## src/rtl/ppu_lcd_timing_regs.sv

```systemverilog
// PPU register file (FF40-FF4B) and LCD dot/line timing generator.
// Define PPU_STAT_BLOCKING_EN to make STAT fire only on the OR-line 0->1 edge.
module ppu_lcd_timing_regs #(
    parameter logic [15:0] BASE_ADDR     = 16'hFF40,
    parameter int          DOTS_PER_LINE = 456,
    parameter int          OAM_DOTS      = 80,
    parameter int          DRAW_DOTS     = 172,
    parameter int          VISIBLE_LINES = 144,
    parameter int          TOTAL_LINES   = 154
) (
    input  logic        clk,
    input  logic        rst,
    input  logic [15:0] mmio_a,
    input  logic [7:0]  mmio_din,
    input  logic        mmio_wr,
    output logic [7:0]  mmio_dout,
    output logic [7:0]  lcdc,
    output logic [7:0]  scy,
    output logic [7:0]  scx,
    output logic [7:0]  bgp,
    output logic [7:0]  obp0,
    output logic [7:0]  obp1,
    output logic [7:0]  wy,
    output logic [7:0]  wx,
    output logic [7:0]  ly,
    output logic [1:0]  ppu_mode,
    output logic [8:0]  dot,
    output logic        vblank_interrupt,
    output logic        statline_interrupt
);

    typedef enum logic [1:0] {
        HBLANK   = 2'd0,
        VBLANK   = 2'd1,
        OAM_SCAN = 2'd2,
        DRAW     = 2'd3
    } mode_t;

    localparam logic [8:0] DOT_LAST = 9'(DOTS_PER_LINE - 1);
    localparam logic [8:0] OAM_END  = 9'(OAM_DOTS);
    localparam logic [8:0] DRAW_END = 9'(OAM_DOTS + DRAW_DOTS);
    localparam logic [7:0] LY_LAST  = 8'(TOTAL_LINES - 1);
    localparam logic [7:0] LY_VIS   = 8'(VISIBLE_LINES);

    mode_t       mode_q;
    mode_t       mode_d;
    logic [7:0]  lyc;
    logic [3:0]  stat_en;
    logic        lyc_eq;
    logic [3:0]  src_q;
    logic [3:0]  src_d;
    logic [15:0] off;
    logic        hit;
    logic        wr_en;
    logic [7:0]  lcdc_d;
    logic [3:0]  en_d;
    logic        on_d;
    logic        was_on;
    logic        wrap;
    logic        vblank_d;
    logic        lyc_eq_d;
    logic        stat_pulse_d;
    logic [8:0]  dot_d;
    logic [7:0]  ly_d;
    logic [7:0]  rd_data;

    assign off    = mmio_a - BASE_ADDR;
    assign hit    = off < 16'd12;
    assign wr_en  = mmio_wr & hit;
    assign lcdc_d = (wr_en && off[3:0] == 4'd0) ? mmio_din : lcdc;
    assign en_d   = (wr_en && off[3:0] == 4'd1) ? mmio_din[6:3] : stat_en;
    assign on_d   = lcdc_d[7];
    assign was_on = lcdc[7];

    // Turning the panel on restarts at line 0 dot 0; counting resumes a cycle later.
    always_comb begin
        dot_d = dot;
        ly_d  = ly;
        wrap  = 1'b0;
        if (!on_d || !was_on) begin
            dot_d = '0;
            ly_d  = '0;
        end else if (dot == DOT_LAST) begin
            dot_d = '0;
            wrap  = 1'b1;
            ly_d  = (ly == LY_LAST) ? 8'd0 : 8'(ly + 8'd1);
        end else begin
            dot_d = 9'(dot + 9'd1);
        end
    end

    assign vblank_d = on_d & was_on & wrap & (ly_d == LY_VIS);

    always_comb begin
        mode_d = HBLANK;
        if (!on_d)
            mode_d = HBLANK;
        else if (ly_d >= LY_VIS)
            mode_d = VBLANK;
        else if (dot_d < OAM_END)
            mode_d = OAM_SCAN;
        else if (dot_d < DRAW_END)
            mode_d = DRAW;
        else
            mode_d = HBLANK;
    end

    always_ff @(posedge clk) begin
        if (!rst)
            mode_q <= OAM_SCAN;
        else
            mode_q <= mode_d;
    end

    assign ppu_mode = mode_q;
    assign lyc_eq_d = (ly_d == lyc);

    // The oam source also fires on VBLANK entry, matching DMG hardware.
    assign src_d = on_d ? {en_d[3] & lyc_eq_d,
                           en_d[2] & ((mode_d == OAM_SCAN) | vblank_d),
                           en_d[1] & (mode_d == VBLANK),
                           en_d[0] & (mode_d == HBLANK)} : 4'd0;

`ifdef PPU_STAT_BLOCKING_EN
    assign stat_pulse_d = (|src_d) & ~(|src_q);
`else
    assign stat_pulse_d = |(src_d & ~src_q);
`endif

    always_comb begin
        rd_data = 8'hFF;
        if (hit) begin
            case (off[3:0])
                4'd0:    rd_data = lcdc;
                4'd1:    rd_data = {1'b1, stat_en, lyc_eq, mode_q};
                4'd2:    rd_data = scy;
                4'd3:    rd_data = scx;
                4'd4:    rd_data = ly;
                4'd5:    rd_data = lyc;
                4'd7:    rd_data = bgp;
                4'd8:    rd_data = obp0;
                4'd9:    rd_data = obp1;
                4'd10:   rd_data = wy;
                4'd11:   rd_data = wx;
                default: rd_data = 8'hFF;
            endcase
        end
    end

    always_ff @(posedge clk) begin
        if (!rst) begin
            lcdc               <= 8'h91;
            stat_en            <= '0;
            scy                <= '0;
            scx                <= '0;
            lyc                <= '0;
            bgp                <= 8'hFC;
            obp0               <= '0;
            obp1               <= '0;
            wy                 <= '0;
            wx                 <= '0;
            ly                 <= '0;
            dot                <= '0;
            lyc_eq             <= 1'b0;
            src_q              <= '0;
            vblank_interrupt   <= 1'b0;
            statline_interrupt <= 1'b0;
            mmio_dout          <= 8'hFF;
        end else begin
            lcdc    <= lcdc_d;
            stat_en <= en_d;
            if (wr_en) begin
                case (off[3:0])
                    4'd2:    scy  <= mmio_din;
                    4'd3:    scx  <= mmio_din;
                    4'd5:    lyc  <= mmio_din;
                    4'd7:    bgp  <= mmio_din;
                    4'd8:    obp0 <= mmio_din;
                    4'd9:    obp1 <= mmio_din;
                    4'd10:   wy   <= mmio_din;
                    4'd11:   wx   <= mmio_din;
                    default: ;
                endcase
            end
            dot                <= dot_d;
            ly                 <= ly_d;
            lyc_eq             <= lyc_eq_d;
            src_q              <= src_d;
            vblank_interrupt   <= vblank_d;
            statline_interrupt <= stat_pulse_d;
            mmio_dout          <= rd_data;
        end
    end

endmodule

```

## config.mk

```make
export PLATFORM = sky130hd
export DESIGN_NAME = ppu_lcd_timing_regs
export DESIGN_NICKNAME = d
export VERILOG_FILES = /design/src/rtl/ppu_lcd_timing_regs.sv
export SDC_FILE = /design/constraint.sdc
export NUM_CORES = 1
export LEC_CHECK = 0
export BUFFER_PORTS_ARGS = -buffer_cell sky130_fd_sc_hd__buf_2
export CAP_MARGIN = 20
export CORE_MARGIN = 1
export CORE_UTILIZATION = 30
export CTS_CLUSTER_DIAMETER = 30
export DETAILED_ROUTE_END_ITERATION = 16
export SETUP_SLACK_MARGIN = 0.15
export SYNTH_ARGS = -nofsm -noshare
export SYNTH_HDL_FRONTEND = slang
export SYNTH_SLANG_ARGS = --single-unit
```

## constraint.sdc

```tcl
create_clock -name clk -period 7.2 [get_ports clk]
set_clock_uncertainty 0.05 [all_clocks]
set_input_delay 2.16 -clock clk [delete_from_list [all_inputs] [get_ports clk]]
set_output_delay 2.16 -clock clk [all_outputs]
set_load 0.02 [all_outputs]
```

==> results.cfg, run 1 <==
[yosys]
ys_seq_elements = 110
yosysTopAreaCell = dfxtp_1
yosysMostFrequentCell = dfxtp_1
synth_edf_count = 0
ys_async_sr_fraction = 0
yosysUniqueCellTypes = 66
synthTopCellsByCount = dfxtp_1, nor2_1, mux2i_1, nand2_1, a21oi_1
ys_seq_area_frac = 0.4122
synthesis.area_sq_um = 5343
synth_warnings = 0
synth_nets = 631
synth_top_area_share = 0.4122
synth_area_per_cell_sq_um = 8.890
synthTopCellsByArea = dfxtp_1, mux2i_1, nor2_1
synth_flop_cell = dfxtp_1
synthCells = 601

[sta]
slew_viol_final = 0
finalHoldViolCount = 0
rsz0062_at_grt = false
setup_tns_ns = 0
worst_pin_slew_ns = 0.8439
post-route-period-util = 0.6382
fmax_mhz = 217.6
max_slew_margin = 0.4327
finalCriticalPeriod_ns = 4.595
setup_viol = 0

[worst_setup_path]
critPathRequiredTime_ns = 7.38
cp-end-kind = flop
crit_buf_inv = 1
crit_path_start_kind = input port
cp_cell_sequence = buf_2, or2_2, nor4_4, a211o_1, o31ai_1, a2111oi_2, o31a_1, a31oi_1, o41ai_2
critPathSlowestCell = buf_2
crit_fanout = 32
cp.depth = 9
cpLargestDelayFamily = compound AO/OA/AOI/OAI gates
cpPeakStageDelay_ns = 0.62
r2r_end = statline_interrupt
crit_type = input port to flop
cp-endpoint = statline_interrupt
rrSetupSlack_ns = 4.12
reg2reg_depth = 9
crit_start = mmio_a[0]
r2r_start = dot[0]
arrival_ns = 4.77

[cts]
cts_root_buffer = clkbuf_16
path_clk_slew_ns = 0.07
cts_max_level = 3
cts.sinks = 110
ctsResizeCount = 0
cts_buffers = 9
post_cts_buffers = 0
postCtsHoldBufs = 0
cts_tree = yes
clockBufferDepth = 2
clk_latency_ns = 0.35

[grt]
gr-usage-all-layers = 0.1814
use_met2 = 0.2823
grt_pass1_vias = 4426
antenna_found_initial = 0
grt.busiest_layer = met2
grt-ovfl-total = 0
grt_util_met1 = 0.2533
grt_pass1_wl_mm = 25.29
grt_max_degree = 74
met3_usage = 0.03180

[drt]
ant_nets = 0
num_vias = 4808
drc = 0
dr.pass1.iters = 5
routed_via_density = 5.220
wl_per_cell_microns = 17.94
routed_wl_mm = 16.53
first_iter_violations = 374

[layout]
final.fill_count = 1795
drive_gt1_frac = 0.2414
synthToLayoutAreaGrowth_pct = 19.37
seq_area_sq_um = 2202
num_antenna_cells = 0
fin_util = 0.3674
multi_input_area_sq_um = 2915
fin_nets = 721

[floorplanning]
initial_core_util = 0.3078
die_area_sq_um = 18350
rows = 48
io_pins = 120
die_w_microns = 135.5
core_sq_um = 17360
die_h_microns = 135.5

[worst_hold_path]
hp-class = flop to flop

[power]
peakVddDrop_mv = 0.1319
leakagePower_nw = 2.522
finalPower_mw = 1.212
power_density_nw_per_um2 = 190.1

[flow_run]
maxCapViolCount = 0

[place]
io_buffers = 119
gp_congestion = 0.8364
place_hpwl_mm = 11.86

[status]
status = completed
==> kinds of logic (layout without fill, tap and decap cells) <==
kind of cell | Yosys count | after routing | synth area share
compound gates | 101 | 101 | 0.1304
xor+xnor | 16 | 16 | 0.02623
fa+ha+maj | 3 | 3 | 0.007027
buf+inv | 55 | 150 | 0.04215
flops | 110 | 110 | 0.4122
mux | 81 | 81 | 0.1621
simple gates | 235 | 235 | 0.2199
==> area by class of cell <==
cell class	count	area share
Timing Repair Buffer	120	0.09457
Multi-Input combinational cell	436	0.4571
Clock inverter	6	0.01314
Clock buffer	10	0.03747
Sequential cell	110	0.3453
Tap cell	225	0.04414
Inverter	14	0.008240
==> through the flow <==
stage	std cells	area, sq um	hold WS (ns)	setup WS, ns
after floorplan	601	5343	0.3653	2.808
after detailed placement	905	6055	0.3828	2.298
after global routing	921	6377	0.4218	2.405
after CTS	921	6377	0.3935	2.640
after global placement	905	6055	0.3710	2.353
final	921	6377	0.3924	2.605
==> state kept, by name (all words and copies together), names as in the netlist <==
| name | count |
|---|---|
| wy | 8 |
| vblank_interrupt | 1 |
| bgp | 8 |
| lcdc | 8 |
| ly | 8 |
| wx | 8 |
| ppu_mode | 2 |
| lyc_eq | 1 |
| dot | 9 |
| lyc | 8 |
| src_q | 4 |
| scy | 8 |
| stat_en | 4 |
| mmio_dout | 8 |
| obp0 | 8 |
| statline_interrupt | 1 |
| scx | 8 |
| obp1 | 8 |
==> metal layers <==
layer	vias to the layer above	wire, microns
met5	-	0
met4	0	319
met3	22	1110
met2	191	7333
met1	2281	7761
li1	2314	-
==> worst register-to-register path: stages (launching register included) <==
cell and delay [ns]:
dfxtp_1 0.41, ha_1 0.33, nand4_1 0.33, nor4_2 0.44, a211o_1 0.34, o31ai_1 0.17
a2111oi_2 0.33, o31a_1 0.20, a31oi_1 0.07, o41ai_2 0.33
==> power breakdown <==
group | switching (mW) | internal (mW) | total [mW]
logic | 0.0482 | 0.0180 | 0.0662
clock network | 0.245 | 0.288 | 0.534
registers | 0.00266 | 0.609 | 0.612
==> cell usage in the layout (no fill, tap or decap), types with 5 or more instances in the layout <==
cell	count
o21ai_0	11
mux2i_1	73
a22o_1	6
o221ai_1	5
dfxtp_1	110
a21oi_1	37
xor2_1	6
a22oi_1	5
clkbuf_16	9
xnor2_1	10
and3_1	8
nor2_1	94
buf_2	119
nand3_1	10
nand4_1	12
nand2_1	56
a31oi_1	7
inv_1	13
nor3_1	12
==> worst min path at each step <==
| stage | from | to | slack (ns) | cells past startpoint |
|---|---|---|---|---|
| 6_report | src_q[3] | statline_interrupt | 0.39 | 1 |
| 5_1_grt | src_q[3] | statline_interrupt | 0.42 | 1 |
| 4_1_cts | src_q[3] | statline_interrupt | 0.39 | 1 |
| 3_5_place_dp | src_q[3] | statline_interrupt | 0.38 | 1 |
| 3_3_place_gp | src_q[3] | statline_interrupt | 0.37 | 1 |
| 2_1_floorplan | src_q[3] | statline_interrupt | 0.37 | 1 |
Power figures use the tool's default switching activity.
==> inputs of run 2 (changes only) <==
- clock period: 7.2 -> 3.8 ns (I/O delays scaled with it)
==> run 2 against run 1 <==
  * Non-clock buffer count grew 19
  * Sequential power is 90% higher
  * Total power is 82% higher
  * Critical path depth did not move
  * Sequential cell count stayed put
  * Design area increased by 1.6%
  * Critical endpoint unchanged
==> results.cfg, run 2 (synthesis gave the netlist of run 1 again) <==
[floorplanning]
die_area_sq_um = 18350
die_h_microns = 135.5
io_pins = 120
rows = 48
initial_core_util = 0.3078
die_w_microns = 135.5
core_sq_um = 17360

[grt]
grt-ovfl-total = 0
antenna_found_initial = 0
gr-usage-all-layers = 0.1844
grt_max_degree = 33
grt.busiest_layer = met2
met3_usage = 0.04003
grt_pass1_vias = 4373
grt_util_met1 = 0.2501
grt_pass1_wl_mm = 25.43
use_met2 = 0.2886

[sta]
finalHoldViolCount = 0
finalCriticalPeriod_ns = 3.149
worst_pin_slew_ns = 0.5932
setup_viol = 0
slew_viol_final = 0
rsz0062_at_grt = false
post-route-period-util = 0.8286
timing.final.ws_setup_ns = 0.6512
fmax_mhz = 317.6
hold_slack_ns = 0.3830
max_slew_margin = 0.5943
setup_tns_ns = 0

[place]
pre_cts_ws_ns = 0.2870
io_buffers = 119
place_hpwl_mm = 12.28
gp_congestion = 0.8503

[cts]
cts_root_buffer = clkbuf_16
clk_latency_ns = 0.36
cts_buffers = 9
post_cts_buffers = 0
cts.sinks = 110
postCtsHoldBufs = 0
path_clk_slew_ns = 0.07
cts_max_level = 3
ctsResizeCount = 0
cts_tree = yes
clockBufferDepth = 2

[layout]
fin_util = 0.3733
seq_area_sq_um = 2202
fin_nets = 740
final_cell_mix = buf_2, dfxtp_1, nor2_1, mux2i_1, nand2_1
multi_input_area_sq_um = 2915
final.fill_count = 1792
final_common_cell = buf_2
regMostFlops = dot
synthToLayoutAreaGrowth_pct = 21.26
num_antenna_cells = 0
largest_register_ff_count = 9
drive_gt1_frac = 0.2601

[power]
peakVddDrop_mv = 0.2946
leakagePower_nw = 2.605
p_switching_uw = 546.4
clockPowerShare = 0.416
power_density_nw_per_um2 = 341.2
combPwrFrac = 0.060
internal-power_mw = 1.664
p_seq_frac = 0.525
p_sw_frac = 0.2472
finalPower_mw = 2.211

[worst_setup_path]
critPathSlowestCell = or4b_4
cpPeakStageDelay_ns = 0.57
critPathRequiredTime_ns = 4.02
crit_fanout = 4
arrival_ns = 3.37
cp_cell_sequence = buf_2, or4b_4, nor4_4, a211o_1, o31ai_1, a2111oi_2, o31a_1, a31oi_1, o41ai_2
cp-end-kind = flop
crit_path_start_kind = input port
crit_type = input port to flop

[drt]
dr.pass1.iters = 5
num_vias = 4784
routed_via_density = 5.089
ant_nets = 0
wl_per_cell_microns = 17.71
first_iter_violations = 239
routed_wl_mm = 16.65
drc = 0

[status]
status = completed

[worst_hold_path]
hp-class = flop to flop

[flow_run]
maxCapViolCount = 0
==> run 2: power by group through the flow <==
stage	clock [mW]	sequential (mW)	combinational [mW]
6_report	0.919	1.16	0.132
3_5_place_dp	0	1.19	0.132
2_1_floorplan	0	1.19	0.0790
5_1_grt	0.979	1.16	0.142
4_1_cts	0.941	1.16	0.132
3_3_place_gp	0	1.19	0.132
==> run 2: metal layers <==
metal / share of wire / vias up
met4: 0.018 / 0
met2: 0.45 / 162
li1: - / 2356
met3: 0.061 / 18
met5: 0 / -
met1: 0.47 / 2248
==> run 2: stage by stage <==
| step | std cells | area [sq um] |
|---|---|---|
| after detailed placement | 924 | 6197 |
| after CTS | 940 | 6479 |
| after floorplan | 601 | 5343 |
| after global placement | 924 | 6197 |
| after global routing | 940 | 6479 |
| final | 940 | 6479 |
==> run 2: final cells by class <==
class | instances | area share
Clock inverter | 5 | 0.005987
Inverter | 14 | 0.008111
Clock buffer | 11 | 0.03747
Timing Repair Buffer | 139 | 0.1151
Sequential cell | 110 | 0.3399
Tap cell | 225 | 0.04345
Multi-Input combinational cell | 436 | 0.4500
==> run 2: critical path, delay by kind of cell <==
kind / cells / cell delay [ns]
buffers and inverters: 1 / 0.10
AOI/OAI and AO/OA: 6 / 1.19
and+or+nand+nor: 2 / 0.93
==> run 2: path summary, 6_finish.rpt <==
check        startpoint  cells past startpoint                 end  slack, ns
max           mmio_a[7]                      9  statline_interrupt       0.65
min            src_q[3]                      1  statline_interrupt       0.38
max reg2reg      dot[0]                      9  statline_interrupt       0.84
min reg2reg    src_q[3]                      1  statline_interrupt       0.38
==> inputs of run 3 (changes only) <==
- clock period: 3.8 -> 2.8 ns (I/O delays scaled with it)
==> run 3 against run 2 <==
  * Combinational power up 51%
  * Largest cell class unchanged
  * Design area increased by 6.3%
  * Highest routed layer unchanged
  * Via count rose by 3.5%
==> results.cfg, run 3 (synthesis gave the netlist of run 1 again) <==
[sta]
max_slew_margin = 0.6083
slew_viol_final = 0
finalCriticalPeriod_ns = 2.720
finalHoldViolCount = 0
worst_pin_slew_ns = 0.5876
fmax_mhz = 367.6
hold_slack_ns = 0.4060
timing.final.ws_setup_ns = 0.07996
post-route-period-util = 0.9714
setup_viol = 0
rsz0062_at_grt = true

[drt]
drc = 0
first_iter_violations = 263
route.layer.met1.wl_mm = 7.888
route.met2.wl_mm = 8.246
dr.pass1.iters = 4
ant_nets = 0
dr_wl_met3_microns = 866
wl_per_cell_microns = 17.60
routed_via_density = 5.078
highest_layer = met4
num_vias = 4951
routed_wl_mm = 17.16

[floorplanning]
rows = 48
initial_core_util = 0.3078
io_pins = 120
die_w_microns = 135.5
die_area_sq_um = 18350
core_sq_um = 17360
die_h_microns = 135.5

[place]
pre_cts_ws_ns = -0.2974
io_buffers = 119
place_hpwl_mm = 12.67
placed_cells = 957
gp_congestion = 0.8344

[power]
leakagePower_nw = 2.813
combPwrFrac = 0.063
p_sw_frac = 0.2512
p_switching_uw = 797.2
peakVddDrop_mv = 0.3110
p_seq_frac = 0.495
power_density_nw_per_um2 = 460.8
clockPowerShare = 0.442
internal-power_mw = 2.376

[layout]
synthToLayoutAreaGrowth_pct = 28.90
fin_nets = 775
final.fill_count = 1800
num_antenna_cells = 0
fin_util = 0.3968
layout.cells.non_filler = 975
drive_gt1_frac = 0.3027
final_cell_mix = buf_2, dfxtp_1, nor2_1, mux2i_1, nand2_1
largest_register_ff_count = 9
regMostFlops = dot
final_common_cell = buf_2

[cts]
postCtsHoldBufs = 0
cts.sinks = 110
cts_max_level = 3
cts_tree = yes
clockBufferDepth = 2
cts_buffers = 9
clk_latency_ns = 0.37
path_clk_slew_ns = 0.07
cts_root_buffer = clkbuf_16

[worst_setup_path]
cp.depth = 9
crit_type = input port to flop
crit_buf_inv = 1
critPathRequiredTime_ns = 3.02
cpLargestDelayFamily = simple AND/OR/NAND/NOR gates
crit_fanout = 4
critPathSlowestCell = or4b_4
reg2reg_depth = 9
cp-end-kind = flop
cpPeakStageDelay_ns = 0.56
crit_path_start_kind = input port
cp_cell_sequence = buf_2, or4b_4, nor3_2, nand4_1, mux2_2, nand2_1, or3_1, o221a_2, o41ai_2
arrival_ns = 2.94

[flow_run]
maxCapViolCount = 0

[grt]
gr-usage-all-layers = 0.1883
grt_max_degree = 55
antenna_found_initial = 0
grt_pass1_vias = 4632
grt_pass1_wl_mm = 26.19
grt-ovfl-total = 0

[worst_hold_path]
hp-class = flop to flop
hold_depth = 1

[status]
status = completed
==> run 3: cell count changes in the layout (fill, tap and decap cells not counted), sizes merged <==
cell    change
bufinv      +1
clkbuf      -1
inv         +1
clkinv      -1
buf        +35
==> run 3: what timing repair did <==
| action | 4_1_cts | 5_1_grt |
|---|---|---|
| setup endpoints to repair | 3 | 17 |
| setup buffers | 0 | 2 |
| resized for setup | 3 | 1 |
| cloned | 0 | 0 |
==> run 3: metrics by stage <==
step / instance area, sq um / TNS (ns) / power (mW)
after floorplan: 5418 / -2.986 / 1.725
after global placement: 6538 / -7.771 / 1.807
after detailed placement: 6538 / -8.253 / 1.806
after CTS: 6870 / 0 / 3.199
after global routing: 6887 / -0.02415 / 3.270
final: 6887 / 0 / 3.173
==> run 3: power by group through the flow <==
stage                     logic [mW]  registers [mW]  clock network [mW]
after floorplan                0.113            1.61                   0
after global placement         0.198            1.61                   0
after detailed placement       0.198            1.61                   0
after CTS                      0.198            1.57                1.43
after global routing           0.214            1.57                1.48
final                          0.199            1.57                1.40
==> run 3: final timing paths <==
| kind | to | startpoint | slack [ns] |
|---|---|---|---|
| worst max register to register | statline_interrupt | dot[1] | 0.19 |
| worst min register to register | statline_interrupt | src_q[3] | 0.41 |
| worst max-delay path | statline_interrupt | mmio_a[7] | 0.08 |
| worst min-delay path | statline_interrupt | src_q[3] | 0.41 |
==> run 3: metal layers <==
layer  vias up  track usage
met5         -            0
met4         0      0.04682
met3         8      0.03367
met2       128       0.3134
met1      2383       0.2502
li1       2432            -
==> run 3: layout make-up <==
cell class                      count  area, sq um  area share
Tap cell                          225        281.5     0.04088
Clock inverter                      6        83.83     0.01217
Sequential cell                   110         2202      0.3198
Inverter                           14        52.55    0.007631
Multi-Input combinational cell    436         2969      0.4311
Clock buffer                       10        239.0     0.03470
Timing Repair Buffer              174         1059      0.1537
